**src/rtl/wbm_swmirror.sv**
```systemverilog
// Wishbone B4 pipelined master that reads the spio switch byte and writes it
// back to the LEDs with a masked write, on an interrupt edge or a periodic poll.
//
// state     | meaning
// ----------+--------------------------------------------------------------
// S_IDLE    | cyc low; waits for a trigger or a pending trigger
// S_RD_REQ  | read strobe to the spio register, held while stalled
// S_RD_WAIT | read accepted; waiting for ack (captures the status word)
// S_WR_REQ  | masked LED write strobe, held while stalled
// S_WR_WAIT | write accepted; waiting for ack (bumps the pair counter)
module wbm_swmirror #(
   parameter int             AW          = 30,
   parameter logic [AW-1:0]  SPIO_ADDR   = '0,
   parameter logic [7:0]     LED_MASK    = 8'hff,
   parameter int             TIMEOUT     = 1023,
   parameter int             POLL_PERIOD = 0
) (
   input  logic          i_clk,
   input  logic          i_reset_n,
   input  logic          i_en,
   input  logic          i_int,
   output logic          o_wb_cyc,
   output logic          o_wb_stb,
   output logic          o_wb_we,
   output logic [AW-1:0] o_wb_addr,
   output logic [31:0]   o_wb_data,
   output logic [3:0]    o_wb_sel,
   input  logic          i_wb_stall,
   input  logic          i_wb_ack,
   input  logic          i_wb_err,
   input  logic [31:0]   i_wb_data,
   output logic          o_busy,
   output logic [31:0]   o_status,
   output logic          o_err,
   output logic [15:0]   o_count
);

   localparam int TW = (TIMEOUT > 2) ? $clog2(TIMEOUT) : 1;

   typedef enum logic [2:0] {
      S_IDLE,
      S_RD_REQ,
      S_RD_WAIT,
      S_WR_REQ,
      S_WR_WAIT
   } state_t;

   state_t        state, state_nxt;
   logic [1:0]    rst_sync;
   logic          ready;
   logic          last_int;
   logic          pending;
   logic          poll_tick;
   logic          trigger;
   logic [TW-1:0] tmo_cnt;
   logic          tmo_hit;
   logic          start;
   logic          capture;
   logic          done;
   logic          abort;

   // Release of reset is re-timed so the FSM never starts on the release edge.
   always_ff @(posedge i_clk or negedge i_reset_n) begin
      if (!i_reset_n) rst_sync <= 2'b00;
      else            rst_sync <= {rst_sync[0], 1'b1};
   end
   assign ready = rst_sync[1];

   always_ff @(posedge i_clk or negedge i_reset_n) begin
      if (!i_reset_n) last_int <= 1'b0;
      else            last_int <= i_int;
   end

   generate
      if (POLL_PERIOD > 0) begin : g_poll
         localparam int PW = (POLL_PERIOD > 2) ? $clog2(POLL_PERIOD) : 1;
         logic [PW-1:0] poll_cnt;

         always_ff @(posedge i_clk or negedge i_reset_n) begin
            if (!i_reset_n)                 poll_cnt <= '0;
            else if (i_en) begin
               if (poll_cnt == '0)          poll_cnt <= PW'(POLL_PERIOD - 1);
               else                         poll_cnt <= poll_cnt - 1'b1;
            end
         end
         assign poll_tick = i_en && (poll_cnt == '0);
      end else begin : g_no_poll
         assign poll_tick = 1'b0;
      end
   endgenerate

   assign trigger = i_en & ((i_int & ~last_int) | poll_tick);
   assign tmo_hit = (tmo_cnt == '0);

   always_ff @(posedge i_clk or negedge i_reset_n) begin
      if (!i_reset_n) state <= S_IDLE;
      else            state <= state_nxt;
   end

   always_comb begin
      state_nxt = state;
      start     = 1'b0;
      capture   = 1'b0;
      done      = 1'b0;
      abort     = 1'b0;
      case (state)
         S_IDLE: begin
            if (ready && (trigger || pending)) begin
               start     = 1'b1;
               state_nxt = S_RD_REQ;
            end
         end
         S_RD_REQ: begin
            if (i_wb_err)                     abort = 1'b1;
            else if (!i_wb_stall && i_wb_ack) begin
               capture   = 1'b1;
               state_nxt = S_WR_REQ;
            end
            else if (!i_wb_stall)             state_nxt = S_RD_WAIT;
            else if (tmo_hit)                 abort = 1'b1;
         end
         S_RD_WAIT: begin
            if (i_wb_err)                     abort = 1'b1;
            else if (i_wb_ack) begin
               capture   = 1'b1;
               state_nxt = S_WR_REQ;
            end
            else if (tmo_hit)                 abort = 1'b1;
         end
         S_WR_REQ: begin
            if (i_wb_err)                     abort = 1'b1;
            else if (!i_wb_stall && i_wb_ack) begin
               done      = 1'b1;
               state_nxt = S_IDLE;
            end
            else if (!i_wb_stall)             state_nxt = S_WR_WAIT;
            else if (tmo_hit)                 abort = 1'b1;
         end
         S_WR_WAIT: begin
            if (i_wb_err)                     abort = 1'b1;
            else if (i_wb_ack) begin
               done      = 1'b1;
               state_nxt = S_IDLE;
            end
            else if (tmo_hit)                 abort = 1'b1;
         end
         default: state_nxt = S_IDLE;
      endcase
      if (abort) state_nxt = S_IDLE;
   end

   // Down-counter reloads on every state change and while idle; reaching zero
   // in the same bus state means TIMEOUT cycles passed without a response.
   always_ff @(posedge i_clk or negedge i_reset_n) begin
      if (!i_reset_n)                                 tmo_cnt <= '0;
      else if (state == S_IDLE || state_nxt != state) tmo_cnt <= TW'(TIMEOUT - 1);
      else if (!tmo_hit)                              tmo_cnt <= tmo_cnt - 1'b1;
   end

   // Triggers seen while busy (or before reset sync completes) collapse into one.
   always_ff @(posedge i_clk or negedge i_reset_n) begin
      if (!i_reset_n)   pending <= 1'b0;
      else if (start)   pending <= 1'b0;
      else if (trigger) pending <= 1'b1;
   end

   always_ff @(posedge i_clk or negedge i_reset_n) begin
      if (!i_reset_n) begin
         o_status <= '0;
         o_count  <= '0;
         o_err    <= 1'b0;
      end else begin
         o_err <= abort;
         if (capture) o_status <= i_wb_data;
         if (done)    o_count  <= o_count + 16'd1;
      end
   end

   always_comb begin
      o_wb_cyc  = 1'b0;
      o_wb_stb  = 1'b0;
      o_wb_we   = 1'b0;
      o_wb_addr = '0;
      o_wb_data = '0;
      o_wb_sel  = 4'h0;
      case (state)
         S_RD_REQ, S_RD_WAIT: begin
            o_wb_cyc  = 1'b1;
            o_wb_stb  = (state == S_RD_REQ);
            o_wb_addr = SPIO_ADDR;
            o_wb_sel  = 4'hf;
         end
         S_WR_REQ, S_WR_WAIT: begin
            o_wb_cyc  = 1'b1;
            o_wb_stb  = (state == S_WR_REQ);
            o_wb_we   = 1'b1;
            o_wb_addr = SPIO_ADDR;
            o_wb_sel  = 4'b0011;
            o_wb_data = {16'h0000, LED_MASK, o_status[23:16]};
         end
         default: ;
      endcase
   end

   assign o_busy = (state != S_IDLE);

endmodule

```
**config.mk**
```make
export PLATFORM = sky130hd
export DESIGN_NAME = wbm_swmirror
export DESIGN_NICKNAME = d
export VERILOG_FILES = /design/src/rtl/wbm_swmirror.sv
export SDC_FILE = /design/constraint.sdc
export NUM_CORES = 1
export LEC_CHECK = 0
export BUFFER_PORTS_ARGS = -buffer_cell sky130_fd_sc_hd__buf_4
export CAP_MARGIN = 20
export CELL_PAD_IN_SITES_DETAIL_PLACEMENT = 0
export CELL_PAD_IN_SITES_GLOBAL_PLACEMENT = 1
export CORE_ASPECT_RATIO = 0.5
export CORE_MARGIN = 4
export CORE_UTILIZATION = 36
export CTS_BUF_LIST = sky130_fd_sc_hd__clkbuf_4 sky130_fd_sc_hd__clkbuf_8 sky130_fd_sc_hd__clkbuf_16
export CTS_CLUSTER_DIAMETER = 80
export DETAILED_ROUTE_END_ITERATION = 10
export PLACE_DENSITY_LB_ADDON = 0.1
export REMOVE_ABC_BUFFERS = 1
export SLEW_MARGIN = 20
export SYNTH_ARGS = -nofsm -noshare
export SYNTH_HDL_FRONTEND = slang
export SYNTH_SLANG_ARGS = --single-unit
```
**constraint.sdc**
```tcl
create_clock -name i_clk -period 2.7 [get_ports i_clk]
set_input_delay 0.54 -clock i_clk [delete_from_list [all_inputs] [get_ports i_clk]]
set_output_delay 0.54 -clock i_clk [all_outputs]
set_load 0.02 [all_outputs]
```
==> flow_summary.json, run 1 <==
{
  "cts_setup_buffers": 0,
  "dp_cells": 568,
  "dp.final_hpwl_um": 6180,
  "io_pins": 158,
  "p_per_area_mw_per_mm2": 971,
  "pre_cts_ws_ns": -0.163,
  "synth_cells": 333,
  "slew_viol_final": 0,
  "grt-ovfl-total": 0,
  "vias": 2680,
  "worstMarginPinSlew_ns": 0.829,
  "power_frac_clock_pct": 24.9,
  "fillCellCount": 909,
  "pwr-share-comb_pct": 43.1,
  "grt.total_usage_pct": 14.2,
  "wl_per_cell_um": 14.1,
  "holdWs_ns": 0.334,
  "leakagePower_nw": 2.27,
  "fin_crit_ns": 2.50,
  "grt_pass1_wl_um": 13600,
  "rsz0062_at_grt": "no",
  "cp.buffers_inverters": 2,
  "numCtsBuffers": 9,
  "start_kind": "flop",
  "dpl_cell_area_mm2": 0.00437,
  "synth_edf_count": 0,
  "avgSynthCellArea_um2": 10.8,
  "p_sw_mw": 1.66,
  "relSlewSlack_pct": 44.7,
  "finalSetupViolCount": 0,
  "first_pass_iters": 4,
  "syn2layout_area_growth_pct": 30.1,
  "postCtsHoldBufs": 0,
  "hold_viol": 0,
  "n_antenna_cell": 0,
  "internal-power_mw": 2.88,
  "dieHeight_um": 78.7,
  "cts_tree": "yes",
  "initial_core_util_pct": 37.5,
  "swShare_pct": 36.6,
  "path_cells": "buf_4 > or3b_2 > nand2_4 > and2_1 > buf_4",
  "period_share_pct": 92.6,
  "nets": 486,
  "cp.required_ns": 2.16,
  "fmax_ghz": 0.400,
  "status": "finished clean",
  "io_buffers": 111,
  "path_class": "reg -> out",
  "drtIter0Drc": 76,
  "crit_path_max_incr_delay_ns": 0.52,
  "synth_compound_area_share_pct": 5.46,
  "drive_gt1_share_pct": 41.2,
  "clkSinkCount": 66,
  "cp_data_arrival_time_ns": 1.96,
  "final_cells": 584,
  "fin_setup_tns_ns": 0,
  "p_seq_share_pct": 31.9,
  "gp_congestion": 0.776,
  "crit_path_top_delay_cell": "or3b_2",
  "syn-cell-area_mm2": 0.00360,
  "final.setup.worst_slack_ns": 0.199,
  "ys_seq_elements": 66,
  "finalPower_mw": 4.55,
  "synth_cell_types": 45,
  "design.die.area_mm2": 0.0118,
  "clock_latency_ns": 0.32,
  "min_path_type": "in -> async",
  "path_delay_family": "simple AND/OR/NAND/NOR gates",
  "antenna_left": 0,
  "ir_drop_mv": 0.462,
  "synthArstFlopShare_pct": 100,
  "synth_xor_area_share_pct": 4.62,
  "grt_pass1_vias": 2751,
  "antenna_found_initial": 0,
  "cpMostUsedCell": "buf_4",
  "rows": 25,
  "cts_root_buf": "clkbuf_16",
  "synth_mux_area_share_pct": 14.4,
  "synthFlopType": "dfrtp_1",
  "core_area_mm2": 0.00960,
  "seq_area_frac_synth_pct": 45.9,
  "yosys.area_share.simple_pct": 13.2,
  "critPathMaxFanout": 17,
  "viasPerCell": 4.59,
  "htree_levels": 3,
  "drcViolationCount": 0,
  "clkTransAtPathRegs_ns": 0.05,
  "synthAdderAreaFrac_pct": 1.04,
  "finalWirelength_um": 8260,
  "drv_cap": 0,
  "final_area_mm2": 0.00468,
  "cts_buffer_depth": 2,
  "dieWidth_um": 149,
  "grt_max_degree": 67,
  "utilization_pct": 48.8,
  "synth_top_family_by_area": "buffers and inverters",
  "end_kind": "output port",
  "skew_ns": 0.00563,
  "ys_warn_count": 0
}
-- cells in the final DEF (no fill, tap or decap), types with 8 or more instances in the layout --
cell | Yosys | layout
nand2_1 | 12 | 11
mux2i_1 | 10 | 10
nor2_1 | 10 | 10
buf_4 | 57 | 127
inv_1 | 8 | 8
and2_1 | 8 | 8
mux2_2 | 37 | 37
xnor2_1 | 12 | 12
clkbuf_16 | 0 | 9
nor3_1 | 25 | 25
conb_1 | 2 | 47
dfrtp_1 | 66 | 66
-- state kept, by name, summed over array words and instances, names as in the netlist --
register	cells
tmo_cnt	10
last_int	1
o_err	1
pending	1
o_count	16
o_status	32
state	3
rst_sync	2
-- cells in the mapped netlist (2+ instances only) --
cell type,n,area share [%]
nand3_1,4,0.56
mux2i_1,10,2.8
a31oi_1,2,0.35
and2_1,8,1.4
o31ai_1,2,0.42
ha_1,3,1.0
nand4_1,5,0.87
mux2_2,37,12
nor3_1,25,3.5
buf_4,57,12
o21ai_0,7,0.97
nor3b_1,2,0.42
o211a_1,2,0.56
conb_1,2,0.21
xnor2_1,12,2.9
buf_6,4,1.3
dfrtp_1,66,46
nand2_1,12,1.3
nor2_1,10,1.0
inv_1,8,0.83
a211o_1,2,0.49
a21oi_1,5,0.70
and3_1,3,0.52
or3_1,3,0.52
nand2b_1,6,1.0
xor2_1,7,1.7
buf_2,3,0.42
nor4_1,3,0.52
clkbuf_1,7,0.73
-- final timing paths --
check / start / endpoint / slack (ns) / depth (start not counted)
max: state[2] / o_wb_data[0] / 0.20 / 5
min: i_reset_n / o_status[7] / 0.33 / 1
max reg2reg: state[0] / tmo_cnt[0] / 0.34 / 6
min reg2reg: rst_sync[0] / rst_sync[1] / 0.35 / 0
max in group asynchronous: i_reset_n / state[0] / 1.83 / 1
min in group i_clk: i_int / last_int / 0.35 / 1
-- cells by family (layout without fill, tap and decap cells) --
group | count (synthesis) | count (layout)
multiplexers | 47 | 47
adder cells (fa/ha/maj) | 3 | 3
other | 2 | 47
flip-flops | 66 | 66
AND/OR/NAND/NOR | 88 | 88
buffers and inverters | 80 | 151
XOR/XNOR | 19 | 19
AO/OA/AOI/OAI | 28 | 28
-- power by group through the flow --
stage / Clock, mW / Sequential (mW) / Combinational [mW]
after global routing: 1.21 / 1.49 / 2.10
after floorplan: 0 / 1.79 / 0.758
final: 1.13 / 1.45 / 1.96
after CTS: 1.17 / 1.46 / 1.97
after detailed placement: 0 / 1.47 / 1.97
after global placement: 0 / 1.45 / 1.93
-- final cells by class --
| class | count | area [µm²] | share of cell area (%) |
|---|---|---|---|
| flip-flops and latches | 66 | 1650 | 35.3 |
| clock inverters | 5 | 55.1 | 1.18 |
| repair buffers | 127 | 953 | 20.4 |
| well taps | 135 | 169 | 3.61 |
| multi-input cells | 232 | 1580 | 33.8 |
| inverters | 8 | 30.0 | 0.641 |
| clock buffers | 11 | 240 | 5.13 |
-- per-layer routing --
metal	vias up	global-route usage (%)	part of all wire (%)
met1	1328	17.2	41
met3	6	5.19	7.7
li1	1258	-	-
met4	0	3.65	0.78
met5	-	0	0
met2	88	24.3	51
-- repair_timing --
item | CTS | global route
endpoints found under the setup margin | 8 | 2
resized for setup | 1 | 2
gates cloned | 0 | 0
Note: power is estimated with default switching activity, not from simulation.
==> run 2, diff against run 1 <==
--- a/config.mk
+++ b/config.mk
@@ -5,13 +5,13 @@
 export SDC_FILE = /design/constraint.sdc
 export NUM_CORES = 1
 export LEC_CHECK = 0
-export BUFFER_PORTS_ARGS = -buffer_cell sky130_fd_sc_hd__buf_4
+export BUFFER_PORTS_ARGS = -buffer_cell sky130_fd_sc_hd__buf_2
 export CAP_MARGIN = 20
 export CELL_PAD_IN_SITES_DETAIL_PLACEMENT = 0
 export CELL_PAD_IN_SITES_GLOBAL_PLACEMENT = 1
 export CORE_ASPECT_RATIO = 0.5
 export CORE_MARGIN = 4
-export CORE_UTILIZATION = 36
+export CORE_UTILIZATION = 38
 export CTS_BUF_LIST = sky130_fd_sc_hd__clkbuf_4 sky130_fd_sc_hd__clkbuf_8 sky130_fd_sc_hd__clkbuf_16
 export CTS_CLUSTER_DIAMETER = 80
 export DETAILED_ROUTE_END_ITERATION = 10
==> constraint.sdc (replaced) <==
create_clock -name i_clk -period 3 [get_ports i_clk]
set_input_delay 0.6 -clock i_clk [delete_from_list [all_inputs] [get_ports i_clk]]
set_output_delay 0.6 -clock i_clk [all_outputs]
set_load 0.02 [all_outputs]
==> flow_summary.json, run 2 (synthesis gave the netlist of run 1 again) <==
{
  "skew_ns": 0.00652,
  "wl_met1_um": 3370,
  "p_seq_share_pct": 34.5,
  "syn2layout_area_growth_pct": 19.5,
  "swShare_pct": 38.5,
  "dp.final_hpwl_um": 5960,
  "finalPower_mw": 3.84,
  "relSlewSlack_pct": 58.5,
  "drcViolationCount": 0,
  "worstReg2RegEnd": "tmo_cnt[0]",
  "met3_length_um": 654,
  "fillCellCount": 857,
  "status": "finished clean",
  "io_buffers": 111,
  "cp.required_ns": 2.40,
  "pwr-share-comb_pct": 38.8,
  "cts_setup_buffers": 0,
  "cts_root_buf": "clkbuf_16",
  "reg.largest.list": "o_status x32, o_count x16, tmo_cnt x10",
  "antenna_found_initial": 0,
  "path_class": "reg -> out",
  "critPathMaxFanout": 17,
  "cp_data_arrival_time_ns": 2.13,
  "vias": 2588,
  "clock_latency_ns": 0.33,
  "layout_common_cells": "buf_2 (111), dfrtp_1 (66), conb_1 (47), mux2_2 (37), nor3_1 (25)",
  "p_sw_mw": 1.48,
  "pre_cts_ws_ns": 0.605,
  "rsz0062_at_grt": "no",
  "rows": 24,
  "nets": 477,
  "antenna_left": 0,
  "wl_per_cell_um": 14.3,
  "gp_congestion": 0.775,
  "drtIter0Drc": 138,
  "final.setup.worst_slack_ns": 0.273,
  "grt_pass1_wl_um": 13500,
  "end_kind": "output port",
  "ir_drop_mv": 0.454,
  "n_antenna_cell": 0,
  "hold_viol": 0,
  "largest_reg_flops": 32,
  "top_layer_used": "met4",
  "p_per_area_mw_per_mm2": 892,
  "dieHeight_um": 76.8,
  "largest-register": "o_status",
  "period_share_pct": 90.9,
  "postCtsHoldBufs": 0,
  "leakagePower_nw": 2.17,
  "finalWirelength_um": 7970,
  "htree_levels": 3,
  "cts_resized": 0,
  "reg2reg_depth": 8,
  "grt_pass1_vias": 2679,
  "fin_setup_tns_ns": 0,
  "viasPerCell": 4.65,
  "critPathCapture": "o_wb_data[4]",
  "cts_buffer_depth": 2,
  "wl_met2_um": 3890,
  "min_path_type": "in -> async",
  "layout_commonest_cell": "buf_2",
  "drive_gt1_share_pct": 39.8,
  "clkSinkCount": 66,
  "utilization_pct": 48.0,
  "timing.rr.start": "tmo_cnt[0]",
  "fmax_ghz": 0.367,
  "grt_max_degree": 33,
  "ff2ff_setup_slack_ns": 0.61,
  "holdWs_ns": 0.282,
  "core_area_mm2": 0.00895,
  "fin_crit_ns": 2.73,
  "first_pass_iters": 4,
  "worstMarginPinSlew_ns": 0.622,
  "io_pins": 158,
  "internal-power_mw": 2.36,
  "dieWidth_um": 146,
  "numCtsBuffers": 9,
  "drv_cap": 0,
  "cts_tree": "yes",
  "crit_start": "state[0]",
  "grt-ovfl-total": 0,
  "grt.total_usage_pct": 14.9,
  "clkTransAtPathRegs_ns": 0.06,
  "finalSetupViolCount": 0,
  "slew_viol_final": 0,
  "design.die.area_mm2": 0.0112,
  "initial_core_util_pct": 40.2,
  "start_kind": "flop",
  "power_frac_clock_pct": 26.7
}
-- run 2: layer usage --
metal,track usage [%],up-vias
li1,-,1244
met1,17.4,1246
met2,25.4,91
met3,6.71,7
met4,3.69,0
met5,0,-
-- run 2: worst max-delay path, cell delays in order, from the launching register on --
cell and delay, ns:
dfrtp_1 0.52, or3b_2 0.57, nand2_1 0.36, and2_1 0.19
buf_2 0.16
-- run 2: power by group through the flow --
stage	Combinational [mW]	Clock, mW	Sequential (mW)
after detailed placement	1.51	0	1.33
after global routing	1.62	1.10	1.36
after CTS	1.51	1.07	1.32
after floorplan	0.682	0	1.61
after global placement	1.49	0	1.32
final	1.49	1.02	1.32
-- run 2: layout make-up --
cell class | count | area (µm²) | area share [%]
Sequential cell | 66 | 1650 | 38.4
Tap cell | 117 | 146 | 3.41
Clock inverter | 7 | 70.1 | 1.63
Clock buffer | 9 | 225 | 5.24
Timing Repair Buffer | 118 | 608 | 14.1
Inverter | 8 | 30.0 | 0.698
Multi-Input combinational cell | 232 | 1570 | 36.5
-- run 2: worst min path at each step --
stage	to	slack, ns	depth (start not counted)	from
6_report	tmo_cnt[8]	0.28	1	i_reset_n
5_1_grt	tmo_cnt[8]	0.33	1	i_reset_n
4_1_cts	tmo_cnt[8]	0.29	1	i_reset_n
3_5_place_dp	rst_sync[1]	0.34	0	rst_sync[0]
3_3_place_gp	rst_sync[1]	0.33	0	rst_sync[0]
2_1_floorplan	last_int	0.30	0	i_reset_n
-- run 2: stage by stage --
step | cell area [µm²] | std cells
after floorplan | 3250 | 306
after global placement | 4000 | 541
after detailed placement | 4000 | 541
after CTS | 4300 | 557
after global routing | 4300 | 557
final | 4300 | 557
==> run 3, diff against run 2 <==
--- a/config.mk
+++ b/config.mk
@@ -15,6 +15,7 @@
 export CTS_BUF_LIST = sky130_fd_sc_hd__clkbuf_4 sky130_fd_sc_hd__clkbuf_8 sky130_fd_sc_hd__clkbuf_16
 export CTS_CLUSTER_DIAMETER = 80
 export DETAILED_ROUTE_END_ITERATION = 10
+export MAX_ROUTING_LAYER = met4
 export PLACE_DENSITY_LB_ADDON = 0.1
 export REMOVE_ABC_BUFFERS = 1
 export SLEW_MARGIN = 20
==> flow_summary.json, run 3 (synthesis gave the netlist of run 1 again) <==
{
  "status": "finished clean",
  "final_cells": 557,
  "largest_reg_flops": 32,
  "worstReg2RegEnd": "tmo_cnt[0]",
  "cts_tree": "yes",
  "cts_buffer_depth": 2,
  "end_kind": "output port",
  "reg2reg_depth": 8,
  "core_area_mm2": 0.00895,
  "initial_core_util_pct": 40.2,
  "skew_ns": 0.00596,
  "drtIter0Drc": 138,
  "worstMarginPinSlew_ns": 0.623,
  "ir_drop_mv": 0.457,
  "critPathCapture": "o_wb_data[4]",
  "holdWs_ns": 0.284,
  "dpl_cell_area_mm2": 0.00400,
  "n_antenna_cell": 0,
  "syn2layout_area_growth_pct": 19.5,
  "drcViolationCount": 0,
  "critPathMaxFanout": 17,
  "crit_start": "state[0]",
  "cp_data_arrival_time_ns": 2.13,
  "clkSinkCount": 66,
  "grt.total_usage_pct": 15.4,
  "rows": 24,
  "ff2ff_setup_slack_ns": 0.63,
  "min_path_type": "in -> async",
  "grt_pass1_wl_um": 13500,
  "postCtsHoldBufs": 0,
  "antenna_found_initial": 0,
  "p_per_area_mw_per_mm2": 893,
  "dp.final_hpwl_um": 5960,
  "cts_resized": 0,
  "crit_path_top_delay_cell": "or3b_2",
  "cts_root_buf": "clkbuf_16",
  "leakagePower_nw": 2.17,
  "final_area_mm2": 0.00430,
  "dieWidth_um": 146,
  "cts_setup_buffers": 0,
  "reg.largest.list": "o_status x32, o_count x16, tmo_cnt x10",
  "finalSetupViolCount": 0,
  "gp_congestion": 0.785,
  "dp_cells": 541,
  "start_kind": "flop",
  "timing.rr.start": "tmo_cnt[0]",
  "path_cells": "or3b_2 > nand2_1 > and2_1 > buf_2",
  "hold_viol": 0,
  "largest-register": "o_status",
  "path_class": "reg -> out",
  "utilization_pct": 48.0,
  "first_pass_iters": 4,
  "numCtsBuffers": 9,
  "fmax_ghz": 0.366,
  "antenna_left": 0,
  "clkTransAtPathRegs_ns": 0.06,
  "layout_common_cells": "buf_2 (111), dfrtp_1 (66), conb_1 (47), mux2_2 (37), nor3_1 (25)",
  "htree_levels": 3,
  "crit_path_max_incr_delay_ns": 0.57,
  "rsz0062_at_grt": "no",
  "grt_max_degree": 33,
  "grt-ovfl-total": 0,
  "viasPerCell": 4.64,
  "io_pins": 158,
  "fillCellCount": 857,
  "nets": 477,
  "grt_pass1_vias": 2682,
  "layout_commonest_cell": "buf_2",
  "cp.required_ns": 2.40,
  "period_share_pct": 91.1,
  "finalWirelength_um": 7970,
  "wl_per_cell_um": 14.3,
  "vias": 2587,
  "clock_latency_ns": 0.33,
  "io_buffers": 111,
  "fin_crit_ns": 2.73,
  "dieHeight_um": 76.8,
  "drv_cap": 0,
  "slew_viol_final": 0,
  "drive_gt1_share_pct": 39.8,
  "relSlewSlack_pct": 58.5,
  "design.die.area_mm2": 0.0112
}
[run 3: cell type report]
| cell class | instances | area, µm² | area share (%) |
|---|---|---|---|
| Sequential cell | 66 | 1650 | 38.4 |
| Timing Repair Buffer | 118 | 608 | 14.1 |
| Multi-Input combinational cell | 232 | 1570 | 36.5 |
| Clock buffer | 9 | 225 | 5.24 |
| Clock inverter | 7 | 70.1 | 1.63 |
| Tap cell | 117 | 146 | 3.41 |
| Inverter | 8 | 30.0 | 0.698 |
[run 3: per-stage QoR]
| step | total power, mW | worst slack, ns | setup TNS (ns) |
|---|---|---|---|
| 2_1_floorplan | 2.30 | -0.428 | -3.92 |
| 5_1_grt | 4.09 | 0.109 | 0 |
| 6_report | 3.84 | 0.267 | 0 |
| 3_5_place_dp | 2.84 | 0.605 | 0 |
| 3_3_place_gp | 2.82 | 0.647 | 0 |
| 4_1_cts | 3.90 | 0.248 | 0 |
[run 3: metal layers]
metal  vias up  global-route usage (%)  part of all wire [%]
met5         -                       -                     0
met4         0                    3.98                  0.88
met3         7                    5.71                   6.5
met2        88                    25.3                    49
met1      1247                    18.0                    44
li1       1245                       -                     -
[run 3: critical path, delay by kind of cell, from the launching register on]
family        cells  cell delay, ns
simple gates      3            1.12
flops             1            0.52
buf+inv           1            0.16
[run 3: power breakdown]
part	internal [mW]	switching, mW
Combinational	0.569	0.922
Clock	0.640	0.384
Sequential	1.15	0.173
Total	2.36	1.48
[run 3: worst min path at each step]
stage / to / slack (ns) / cells past startpoint
3_5_place_dp: rst_sync[1] / 0.34 / 0
2_1_floorplan: last_int / 0.30 / 0
4_1_cts: tmo_cnt[8] / 0.29 / 1
5_1_grt: tmo_cnt[8] / 0.33 / 1
3_3_place_gp: rst_sync[1] / 0.33 / 0
6_report: tmo_cnt[8] / 0.28 / 1
